**src/rtl/uart_tx.sv**
```systemverilog
// UART transmitter: 8N1 frames (optional parity bit), each bit held for OVERSAMPLE bclk cycles.
// Every output, including the debug state view, comes straight from a flop.
module uart_tx #(
  parameter int OVERSAMPLE = 16,
  parameter bit PARITY_EN  = 1'b0,
  parameter bit PARITY_ODD = 1'b0
) (
  input  logic       bclk,
  input  logic       rst,
  input  logic [7:0] din,
  input  logic       tx_cmd,
  output logic       tx_ready,
  output logic       txd,
  output logic [2:0] dbg_state
);

  // Handshake: a byte is accepted on any rising edge where tx_ready is high and
  // tx_cmd is high; tx_cmd is a level request and is not remembered while busy.

  typedef enum logic [2:0] {
    S_IDLE   = 3'd0,
    S_START  = 3'd1,
    S_DATA   = 3'd2,
    S_PARITY = 3'd3,
    S_STOP   = 3'd4
  } state_e;

  localparam int            TW        = (OVERSAMPLE > 2) ? $clog2(OVERSAMPLE) : 1;
  localparam logic [TW-1:0] TICK_LAST = TW'(OVERSAMPLE - 1);

  state_e        state_q, state_d;
  logic [TW-1:0] tick_q, tick_d;
  logic [2:0]    bit_idx_q, bit_idx_d;
  logic [7:0]    data_q, data_d;
  logic          txd_q, txd_d;
  logic          ready_q, ready_d;

  logic          tick_end;
  logic [2:0]    next_idx;
  logic          parity_bit;

  always_comb begin
    tick_end   = (tick_q == TICK_LAST);
    next_idx   = bit_idx_q + 3'd1;
    parity_bit = (^data_q) ^ PARITY_ODD;

    state_d   = state_q;
    tick_d    = tick_q;
    bit_idx_d = bit_idx_q;
    data_d    = data_q;
    txd_d     = txd_q;
    ready_d   = ready_q;

    case (state_q)
      S_IDLE: begin
        txd_d   = 1'b1;
        ready_d = 1'b1;
        if (tx_cmd) begin
          data_d    = din;
          txd_d     = 1'b0;
          ready_d   = 1'b0;
          tick_d    = '0;
          bit_idx_d = 3'd0;
          state_d   = S_START;
        end
      end

      S_START: begin
        if (tick_end) begin
          tick_d    = '0;
          bit_idx_d = 3'd0;
          txd_d     = data_q[0];
          state_d   = S_DATA;
        end else begin
          tick_d = tick_q + TW'(1);
        end
      end

      S_DATA: begin
        if (tick_end) begin
          tick_d = '0;
          if (bit_idx_q == 3'd7) begin
            // Parity stage is skipped entirely when disabled.
            if (PARITY_EN) begin
              txd_d   = parity_bit;
              state_d = S_PARITY;
            end else begin
              txd_d   = 1'b1;
              state_d = S_STOP;
            end
          end else begin
            bit_idx_d = next_idx;
            txd_d     = data_q[next_idx];
          end
        end else begin
          tick_d = tick_q + TW'(1);
        end
      end

      S_PARITY: begin
        if (tick_end) begin
          tick_d  = '0;
          txd_d   = 1'b1;
          state_d = S_STOP;
        end else begin
          tick_d = tick_q + TW'(1);
        end
      end

      S_STOP: begin
        if (tick_end) begin
          tick_d  = '0;
          txd_d   = 1'b1;
          ready_d = 1'b1;
          state_d = S_IDLE;
        end else begin
          tick_d = tick_q + TW'(1);
        end
      end

      default: begin
        tick_d  = '0;
        txd_d   = 1'b1;
        ready_d = 1'b1;
        state_d = S_IDLE;
      end
    endcase
  end

  always_ff @(posedge bclk) begin
    if (!rst) begin
      state_q   <= S_IDLE;
      tick_q    <= '0;
      bit_idx_q <= 3'd0;
      data_q    <= 8'h00;
      txd_q     <= 1'b1;
      ready_q   <= 1'b1;
    end else begin
      state_q   <= state_d;
      tick_q    <= tick_d;
      bit_idx_q <= bit_idx_d;
      data_q    <= data_d;
      txd_q     <= txd_d;
      ready_q   <= ready_d;
    end
  end

  assign txd       = txd_q;
  assign tx_ready  = ready_q;
  assign dbg_state = state_q;

endmodule

```
**config.mk**
```make
export PLATFORM = sky130hd
export DESIGN_NAME = uart_tx
export DESIGN_NICKNAME = d
export VERILOG_FILES = /design/src/rtl/uart_tx.sv
export SDC_FILE = /design/constraint.sdc
export NUM_CORES = 1
export LEC_CHECK = 0
export ABC_AREA = 1
export CAP_MARGIN = 20
export CORE_ASPECT_RATIO = 0.75
export CORE_MARGIN = 4
export CORE_UTILIZATION = 47
export DETAILED_ROUTE_END_ITERATION = 8
export HOLD_SLACK_MARGIN = 0.05
export PLACE_DENSITY_LB_ADDON = 0.1
export SLEW_MARGIN = 15
export SYNTH_ARGS = -nofsm -noshare
export SYNTH_HDL_FRONTEND = slang
export SYNTH_SLANG_ARGS = --single-unit
export TNS_END_PERCENT = 1
```
**constraint.sdc**
```tcl
create_clock -name bclk -period 1.5 [get_ports bclk]
set_clock_uncertainty 0.2 [all_clocks]
set_input_delay 0.3 -clock bclk [delete_from_list [all_inputs] [get_ports bclk]]
set_output_delay 0.3 -clock bclk [all_outputs]
set_load 0.005 [all_outputs]
```
======== After elaboration in Yosys (flattened, before gate mapping) ========
Cells that the tools add are included.
cells by class
  $add $sub $neg .......................... 2
  $lt $le $gt $ge ......................... 1
  eq/ne operators ......................... 14
  muxes and demuxes ....................... 23
  bitwise gates (word level) .............. 1
  reduce and logical (&&, ||, !) cells .... 10
operators by type and width
  operator                                              number
  two-way mux 3 bit                                     9
  case mux 3 bit (5 select lines)                       1
  inequality test 2 bit (second input constant)         7
  case mux 3 bit (3 select lines)                       1
  two-way mux 4 bit                                     2
  case mux 4 bit (2 select lines)                       1
  equality test 3 x 2 -> 1 bit (second input constant)  2
  equality test 3 bit (second input constant)           2
  two-way mux 1 bit                                     6
  AND reduction 6 bit                                   1
  AND reduction 5 bit                                   1
  adder 4 x 1 -> 4 bit (second input constant)          1
  equality test 4 bit (second input constant)           1
  < comparator 3 x 4 -> 1 bit (second input constant)   1
  case mux 1 bit (4 select lines)                       1
  AND reduction 2 bit                                   2
  OR reduction 4 bit                                    1
  adder 3 x 1 -> 3 bit (second input constant)          1
  binary-select mux 1 bit (select 3 bit)                1
  equality test 3 x 1 -> 1 bit (second input constant)  1
  zero test 3 bit                                       1
  case mux 1 bit (3 select lines)                       1
  AND reduction 3 bit                                   1
  nonzero test 3 bit                                    1
  other kinds (4)                                       4
storage, ports and cells
  bits in registers ....................... 20
  bits of input ports ..................... 11
  output and inout bits ................... 5
  word-level logic and storage cells ...... 57

======== Longest topological paths before layout ========
Gate-level depths: netlist of the first run.
  word-level depth ........................ 6
  depth in mapped cells ................... 10
  mapped depth without buffers ............ 10

======== Worst setup path after synthesis of the first run ========
No wires, ideal clock.
  path kind ............................... reg-to-reg
  from .................................... reg bit_idx_q[0]
  to ...................................... reg txd_q (netlist: txd)
  library setup time ...................... 0.112 ns
  arrival time ............................ 1.298 ns
  required time ........................... 1.188 ns
  setup slack ............................. -0.111 ns
  cell stages (with the launch flop) ...... 11
  path buffers ............................ 0
  clock period less this slack ............ 1.611 ns
  cells stage by stage .................... dfxtp_1 -> ha_1 -> ha_1 -> inv_1 -> nand3_1 -> nand3b_1 -> nand3_1 -> nand2_1 -> nand2_1 -> nand2_1 -> nand2_1
on the way
  longest elaborated chain between the ends .. 6
  elaborated cells on any way between the ends .. 7
  those cells by class .................... add/sub: 1; eq/ne: 1; mux: 5
RTL lines
  item                                     line  source
  start, declared                          33    logic [2:0] bit_idx_q, bit_idx_d;
  start signal, assigned                   141   bit_idx_q <= bit_idx_d;
  adder 3 x 1 -> 3 bit                     44    next_idx = bit_idx_q + 3'd1;
  binary-select mux 1 bit (select 3 bit)   93    txd_d = data_q[next_idx];
  two-way mux 1 bit (implied by the code)  93
  two-way mux 1 bit (*)                    82    if (bit_idx_q == 3'd7) begin
  two-way mux 1 bit (*)                    80    if (tick_end) begin
  case mux 1 bit (4 select lines) (*)      54    case (state_q)
  end signal, assigned                     143   txd_q <= txd_d;
  end, declared                            35    logic txd_q, txd_d;
Mark *: on every way between the ends. The rest lies on a longest branch, timed or not. The select of a mux whose other input is x is not followed.
A chain may end at the register's enable or synchronous reset.

======== Final worst setup path of the first run ========
  from .................................... reg state_q[0] (netlist: dbg_state[0])
  to ...................................... reg bit_idx_q[1]
on the way
  longest elaborated chain between the ends .. 3
  elaborated cells on any way between the ends .. 10
  those cells by class .................... eq/ne: 6; mux: 1; reduce/logical: 3
RTL lines
  item                                                                          line  source
  start, declared                                                               31    state_e state_q, state_d;
  start signal, assigned                                                        139   state_q <= state_d;
  equality test 3 x 2 -> 1 bit, or another cell as far along                    54
  inequality test 2 bit (no source line) or nonzero test 3 bit (tied branches)  n/a
  AND reduction 5 bit (no source line)                                          n/a
Parallel ways exist; a longest one is shown, timed or not.

==> parameters.txt, run 1 <==
Parameter                              Value

Timing
  Slew margin rel.    78.4%
  Maximum operating frequency    625 MHz
  Slew at the pin closest to its max-slew limit    324 ps
  Final critical-path share of the clock period    107%
  Hold Slack    274 ps
  Summed negative setup slack over all endpoints    -701 ps
  Final count of pins violating max slew    0
  Unrepaired setup endpoints after global routing    yes
  Final number of hold-violating endpoints    0
  Setup-failing EPs final    20
  Minimum clock period    1600 ps
  Worst path setup slack after routing    -98.8 ps

Detailed routing
  Post-DRT Antenna Nets    0
  Ratio of routed vias to standard cells    5.18
  Routed WL per cell    12.9 um
  Via total after detailed routing    1068
  Total length of routed wires    2650 um
  DRC violations left    0
  DRT Pass-1 Iters    4
  Detailed router's first-iteration violation count    69

Floorplanning
  Die Ht    48.8 um
  Die area    3040 um^2
  Number of standard-cell rows in the floorplan    14
  I/O pin cnt    16
  Initial standard-cell utilization of the core    50.9%
  Placeable core region    2050 um^2
  X dimension of the die    62.4 um

GRT
  Vias in the first global route    929
  Global route total overflow    0
  GR Util All Layers    17.4%
  Largest net degree at the start of global routing    13
  Antenna violations before repair    0
  Wire length of the first global-routing pass    4280 um

Setup path
  Data required, critical path    1520 ps
  Class of the most critical setup path    reg -> reg
  Endpoint type of the worst setup path    flop
  Crit-path cells    buf_6 > nor2_4 > inv_2 > nor2_4 > nand2_4 > nand2_4 > nor2_4 > and2_4 > nor2_2 > nor2_1
  Most prevalent standard cell on the critical path    sky130_fd_sc_hd__nor2_4
  Startpoint class of the critical path    flop
  Data arrival at the endpoint of the critical path    1620 ps
  Max stage delay cell, worst path    sky130_fd_sc_hd__dfxtp_4
  CP peak stage delay    370 ps
  Peak fanout along the critical path    5
  Slack of the worst reg-to-reg path    -100 ps

Pwr
  Portion of total power attributed to combinational logic    53.9%
  Portion of total power attributed to sequential cells    29.5%
  Power Density    1790 nW/um^2
  Share of power burned in the clock network    16.6%
  Internal portion of total power    1.63 mW
  Switch Pwr    1.10 mW
  Total Power Consumption    2.73 mW
  Switching portion of total power    40.2%
  Leakage power    0.644 nW
  Worst vdd ir    1.52 mV

CTS
  Clock sink count    20
  Clock-pin slew of the registers on the worst-case setup and hold paths    120 ps
  TritonCTS clock tree    done
  Deepest clock path buffer count    2
  Latest clock arrival within the worst-skew pair    310 ps
  Count of hold-fix buffers inserted at cts    0
  CTS root buffer    sky130_fd_sc_hd__clkbuf_4
  Number of levels the H-tree was split into    1
  Total CTS buffers    3

Place
  Count of input and output buffers    15
  Final estimated routing congestion in global placement    0.845
  Area post-placement    1350 um^2
  Dpl cells    199
  HPWL Detailed    1830 um
  Post-place setup slack    -202 ps

Yosys
  Ys Warns    0
  Post-synthesis async set-or-reset flop share    0%
  Register bit count reported by yosys    20
  Primary FF master, synth    sky130_fd_sc_hd__dfxtp_1
  Number of synthesized flops with an enable pin    0
  Post-synthesis sequential area ratio    38.4%
  Post-synthesis net count    160
  Mapped Area    1040 um^2
  Number of distinct standard cells referenced by the synthesized netlist    24
  Post-synthesis area per instance    7.14 um^2
  Instance count of the mapped netlist    146

Flow run
  Max-cap violation count    0

Outcome
  Violated checks    setup timing
  Result of the run    complete, but fails checks

Layout
  Layout Utilization    74.5%
  Count of antenna diodes in the layout    0
  Post-Layout Cell Count    206
  Layout cell share with drive strength beyond 1    36.3%
  Fin area    1530 um^2
  Nets@finish    197
  Layout area overhead    46.6%

Hold path
  Class of the worst hold path    reg -> reg
==> area by class of cell <==
cell class | count | area [um^2]
multi-input combinational | 109 | 674
fill | 149 | 522
sequential | 20 | 417
timing repair buffer | 34 | 298
inverter | 15 | 56.3
clock inverter | 1 | 30.0
tap | 24 | 30.0
clock buffer | 3 | 22.5
==> metal layers <==
layer,vias to the layer above,wire [um],global-route usage (%)
met5,-,0,0
met2,44,1220,27.4
met1,470,1220,23.3
met4,0,25,3.18
li1,550,-,-
met3,4,188,5.99
==> path summary, 6_finish.rpt <==
path / startpoint / endpoint / depth (start not counted)
worst max-delay path: dbg_state[0]$_SDFFE_PN0P_ / bit_idx_q[1]$_SDFFE_PN0P_ / 10
worst min-delay path: data_q[6]$_SDFFE_PN0P_ / data_q[6]$_SDFFE_PN0P_ / 2
worst max register to register: dbg_state[0]$_SDFFE_PN0P_ / bit_idx_q[1]$_SDFFE_PN0P_ / 10
worst min register to register: data_q[6]$_SDFFE_PN0P_ / data_q[6]$_SDFFE_PN0P_ / 2
==> cell usage after synthesis, types with 2 or more instances <==
cell type / n / area, um^2
sky130_fd_sc_hd__o21ai_2: 2 / 17.5
sky130_fd_sc_hd__nand2_4: 2 / 22.5
sky130_fd_sc_hd__nand2_1: 40 / 150
sky130_fd_sc_hd__dfxtp_1: 20 / 400
sky130_fd_sc_hd__ha_1: 3 / 37.5
sky130_fd_sc_hd__inv_1: 8 / 30.0
sky130_fd_sc_hd__a21oi_1: 17 / 85.1
sky130_fd_sc_hd__nor2_2: 5 / 31.3
sky130_fd_sc_hd__inv_2: 6 / 22.5
sky130_fd_sc_hd__nor2_1: 5 / 18.8
sky130_fd_sc_hd__nand2_2: 3 / 18.8
sky130_fd_sc_hd__nor2_4: 2 / 22.5
sky130_fd_sc_hd__nand3_1: 22 / 110
==> cells in the final DEF, fill, tap and decap left out, drive strengths merged <==
| cell type | count |
|---|---|
| nor2 | 12 |
| a21oi | 17 |
| ha | 3 |
| nand2 | 45 |
| nand3b | 1 |
| clkinv | 1 |
| a211oi | 1 |
| o21ai | 3 |
| clkbuf | 3 |
| nor3 | 2 |
| dfxtp | 20 |
| and2 | 1 |
| dlygate4sd2 | 5 |
| inv | 14 |
| xor2 | 1 |
| bufinv | 1 |
| clkdlybuf4s50 | 10 |
| nand3 | 23 |
| buf | 19 |
==> sequential cells by signal, indices dropped and copies added (netlist names) <==
name	cells
data_q	8
tick_q	4
bit_idx_q	3
dbg_state	3
tx_ready	1
txd	1
==> what timing repair did <==
| item | CTS | global route |
|---|---|---|
| resized for setup | 18 | 18 |
| endpoints found under the setup margin | 14 | 20 |
| cloned | 0 | 0 |
| pin swaps | 0 | 8 |
| setup buffers | 3 | 0 |
==> critical path, delay by kind of cell, from the launching register on <==
kind	cells	cell delay, ps
simple gates	8	750
flops	1	370
buf+inv	2	190
==> power by group through the flow <==
stage | registers [mW] | logic, mW | clock network (mW)
global placement | 0.808 | 1.25 | 0
floorplan | 0.811 | 0.834 | 0
CTS | 0.785 | 1.34 | 0.462
finish | 0.804 | 1.47 | 0.453
detailed placement | 0.813 | 1.26 | 0
global route | 0.826 | 1.62 | 0.493
==> logic make-up (layout without fill, tap and decap cells) <==
group	after synthesis	in the layout	share of synthesized area, %
compound gates	21	21	11.0
simple gates	84	84	39.9
xor+xnor	1	1	0.840
buf+inv	17	53	6.24
fa+ha+maj	3	3	3.60
flops	20	20	38.4
Note: power is estimated with default switching activity, not from simulation.
==> run 2: changes to the inputs <==
TNS_END_PERCENT = 30   (was 1)
==> run 2 against run 1 <==
Effect of this change: global-route usage did not move; combinational power barely moved; sequential share of layout area fell by 0.13 points; cell area rose by 0.49%; first-iteration DRC count rose by 13%; via count rose by 1.5%; worst setup slack improved by 2.0 ps; register-to-register slack barely moved; sequential power barely moved; die area did not move; the flow still finishes with violations (setup timing).
==> parameters.txt, run 2 (synthesized netlist as in run 1, its figures left out) <==
Parameter                              Value

Setup path
  Peak fanout along the critical path    5 (unchanged)
  Endpoint type of the worst setup path    flop
  Count of cells along the worst register-to-register path    10 (unchanged)
  CP peak stage delay    370 ps (about the same)
  Crit-path cells    buf_6 > nor2_4 > inv_2 > nor2_4 > nand2_4 > nand2_4 > nor2_4 > and2_4 > nor2_2 > nor2_1
  R2R Path Start    dbg_state[0]$_SDFFE_PN0P_
  Startpoint class of the critical path    flop
  Reg-to-reg endpoint    bit_idx_q[0]$_SDFFE_PN0P_
  Data arrival at the endpoint of the critical path    1620 ps (about the same)
  Max stage delay cell, worst path    sky130_fd_sc_hd__dfxtp_4
  Data required, critical path    1520 ps (about the same)
  Class of the most critical setup path    reg -> reg
  Slack of the worst reg-to-reg path    -100 ps (about the same)
  Most prevalent standard cell on the critical path    sky130_fd_sc_hd__nor2_4

Layout
  Layout area overhead    47.3%
  Layout Utilization    74.9% (+0.37 points)
  Fin area    1540 um^2 (+0.49%)
  Leading cell type in the layout, fill and taps excluded    sky130_fd_sc_hd__nand2_1
  Biggest regs    data_q: 8 flops, tick_q: 4 flops
  Total of fill cells in the finished design    148 (-0.67%)
  Layout cell share with drive strength beyond 1    36.6% (+0.35 points)
  Biggest register    data_q
  Count of antenna diodes in the layout    0 (unchanged)
  Flip-flop count of the largest register, all copies and words added    8 (unchanged)
  Nets@finish    198 (+0.51%)
  Highest-count cells in the layout ignoring fill and taps    38 x sky130_fd_sc_hd__nand2_1, 22 x sky130_fd_sc_hd__nand3_1, 17 x sky130_fd_sc_hd__buf_4, 16 x sky130_fd_sc_hd__a21oi_1, 11 x sky130_fd_sc_hd__dfxtp_1

Place
  Area post-placement    1350 um^2 (unchanged)
  HPWL Detailed    1830 um (unchanged)
  Count of input and output buffers    15 (unchanged)
  Final estimated routing congestion in global placement    0.845 (unchanged)

Pwr
  Total Power Consumption    2.76 mW (+1.2%)
  Share of power burned in the clock network    16.5% (about the same)
  Portion of total power attributed to combinational logic    54.4% (+0.5 points)
  Internal portion of total power    1.65 mW (+1.0%)
  Worst vdd ir    1.95 mV (+28%)
  Portion of total power attributed to sequential cells    29.1% (-0.4 points)
  Power Density    1800 nW/um^2 (+0.74%)
  Leakage power    0.649 nW (+0.77%)
  Switch Pwr    1.11 mW (+1.6%)
  Switching portion of total power    40.4% (+0.13 points)

Detailed routing
  Routed WL per cell    13.3 um (+3.0%)
  Detailed router's first-iteration violation count    78 (+13%)
  DRC violations left    0 (unchanged)
  Via total after detailed routing    1084 (+1.5%)
  Total length of routed wires    2750 um (+3.5%)
  Ratio of routed vias to standard cells    5.24 (+1.0%)
  Post-DRT Antenna Nets    0 (unchanged)
  DRT Pass-1 Iters    4 (unchanged)

Timing
  Slew margin rel.    77.0% (-1.4 points)
  Worst path setup slack after routing    -96.8 ps (+2.03 ps)
  Final critical-path share of the clock period    106% (-0.14 points)
  Unrepaired setup endpoints after global routing    yes
  Slew at the pin closest to its max-slew limit    345 ps (+21.0 ps)
  Setup-failing EPs final    20 (unchanged)
  Final count of pins violating max slew    0 (unchanged)
  Final number of hold-violating endpoints    0 (unchanged)
  Maximum operating frequency    626 MHz (+0.13%)
  Minimum clock period    1600 ps (-2.03 ps)

CTS
  TritonCTS clock tree    done
  CTS root buffer    sky130_fd_sc_hd__clkbuf_4
  Latest clock arrival within the worst-skew pair    310 ps (about the same)
  Number of levels the H-tree was split into    1 (unchanged)
  Total CTS buffers    3 (unchanged)
  Count of hold-fix buffers inserted at cts    0 (unchanged)
  Clock-pin slew of the registers on the worst-case setup and hold paths    120 ps (about the same)
  Deepest clock path buffer count    2 (unchanged)
  Clock sink count    20 (unchanged)

Floorplanning
  Initial standard-cell utilization of the core    50.9% (unchanged)
  I/O pin cnt    16 (unchanged)
  Die area    3040 um^2 (unchanged)
  Number of standard-cell rows in the floorplan    14 (unchanged)
  Placeable core region    2050 um^2 (unchanged)
  Die Ht    48.8 um (unchanged)
  X dimension of the die    62.4 um (unchanged)

GRT
  GR Util All Layers    17.4% (unchanged)
  Largest net degree at the start of global routing    13 (unchanged)
  Global route total overflow    0 (unchanged)
  Vias in the first global route    929 (unchanged)
  Antenna violations before repair    0 (unchanged)
  Grt met1 use    23.3% (unchanged)
  GR Util met3    5.99% (unchanged)
  Wire length of the first global-routing pass    4280 um (unchanged)
  Busiest grt layer    met2
  Routing usage on met2    27.4% (unchanged)

Hold path
  Worst Hold Depth    2 (unchanged)
  Class of the worst hold path    reg -> reg
  Hold endpoint    data_q[2]$_SDFFE_PN0P_
  Hold Path Origin    data_q[2]$_SDFFE_PN0P_

Outcome
  Result of the run    complete, but fails checks
  Violated checks    setup timing

Flow run
  Max-cap violation count    0 (unchanged)
run 2: cell types whose count changed in the layout (fill, tap and decap cells not counted):
cell and change:
sky130_fd_sc_hd__buf_4 +1
run 2: how the worst max path moves through the flow:
stage / startpoint / endpoint / slack, ps / cells past startpoint
after global placement: tx_cmd / bit_idx_q[2]$_SDFFE_PN0P_ / -160 / 8
final: dbg_state[0]$_SDFFE_PN0P_ / bit_idx_q[0]$_SDFFE_PN0P_ / -100 / 10
after detailed placement: tx_cmd / tick_q[2]$_SDFFE_PN0N_ / -200 / 7
after floorplan: dbg_state[0]$_SDFFE_PN0P_ / bit_idx_q[0]$_SDFFE_PN0P_ / -10 / 9
after global routing: dbg_state[0]$_SDFFE_PN0P_ / bit_idx_q[1]$_SDFFE_PN0P_ / -180 / 10
after CTS: dbg_state[0]$_SDFFE_PN0P_ / tick_q[2]$_SDFFE_PN0N_ / -100 / 9
run 2: timing repair:
item                                    4_1_cts  5_1_grt
gates resized for setup                      18       18
pin swaps                                     0        8
setup buffers                                 3        1
endpoints found under the setup margin       14       20
run 2: power groups by stage:
stage	Clock, mW	Combinational, mW	Sequential (mW)
3_3_place_gp	0	1.25	0.808
2_1_floorplan	0	0.834	0.811
4_1_cts	0.462	1.34	0.785
6_report	0.454	1.50	0.805
3_5_place_dp	0	1.26	0.813
5_1_grt	0.495	1.64	0.826
run 2: per-stage QoR:
| step | TNS [ps] | cells | hold WS (ps) | setup WS (ps) |
|---|---|---|---|---|
| floorplan | -38.0 | 146 | 184 | -14.3 |
| global placement | -2000 | 199 | 251 | -164 |
| detailed placement | -2730 | 199 | 253 | -202 |
| CTS | -523 | 206 | 272 | -95.4 |
| global route | -2390 | 207 | 297 | -175 |
| finish | -739 | 207 | 271 | -96.8 |
run 2: routing by layer:
| layer | wire (um) | up-vias |
|---|---|---|
| met4 | 25 | 0 |
| met3 | 172 | 4 |
| met2 | 1250 | 37 |
| met5 | 0 | - |
| li1 | - | 556 |
| met1 | 1290 | 487 |
run 2: critical path, delay by kind of cell (launching register included):
| kind | cells | cell delay (ps) |
|---|---|---|
| buf+inv | 2 | 180 |
| flops | 1 | 370 |
| simple gates | 8 | 760 |
run 2: final cells by class:
type	instances	area, um^2	share of cell area [%]
multi-input combinational	109	674	43.9
clock buffer	3	22.5	1.47
clock inverter	1	30.0	1.96
sequential	20	417	27.1
inverter	15	56.3	3.67
tap	24	30.0	1.96
timing repair buffer	35	305	19.9
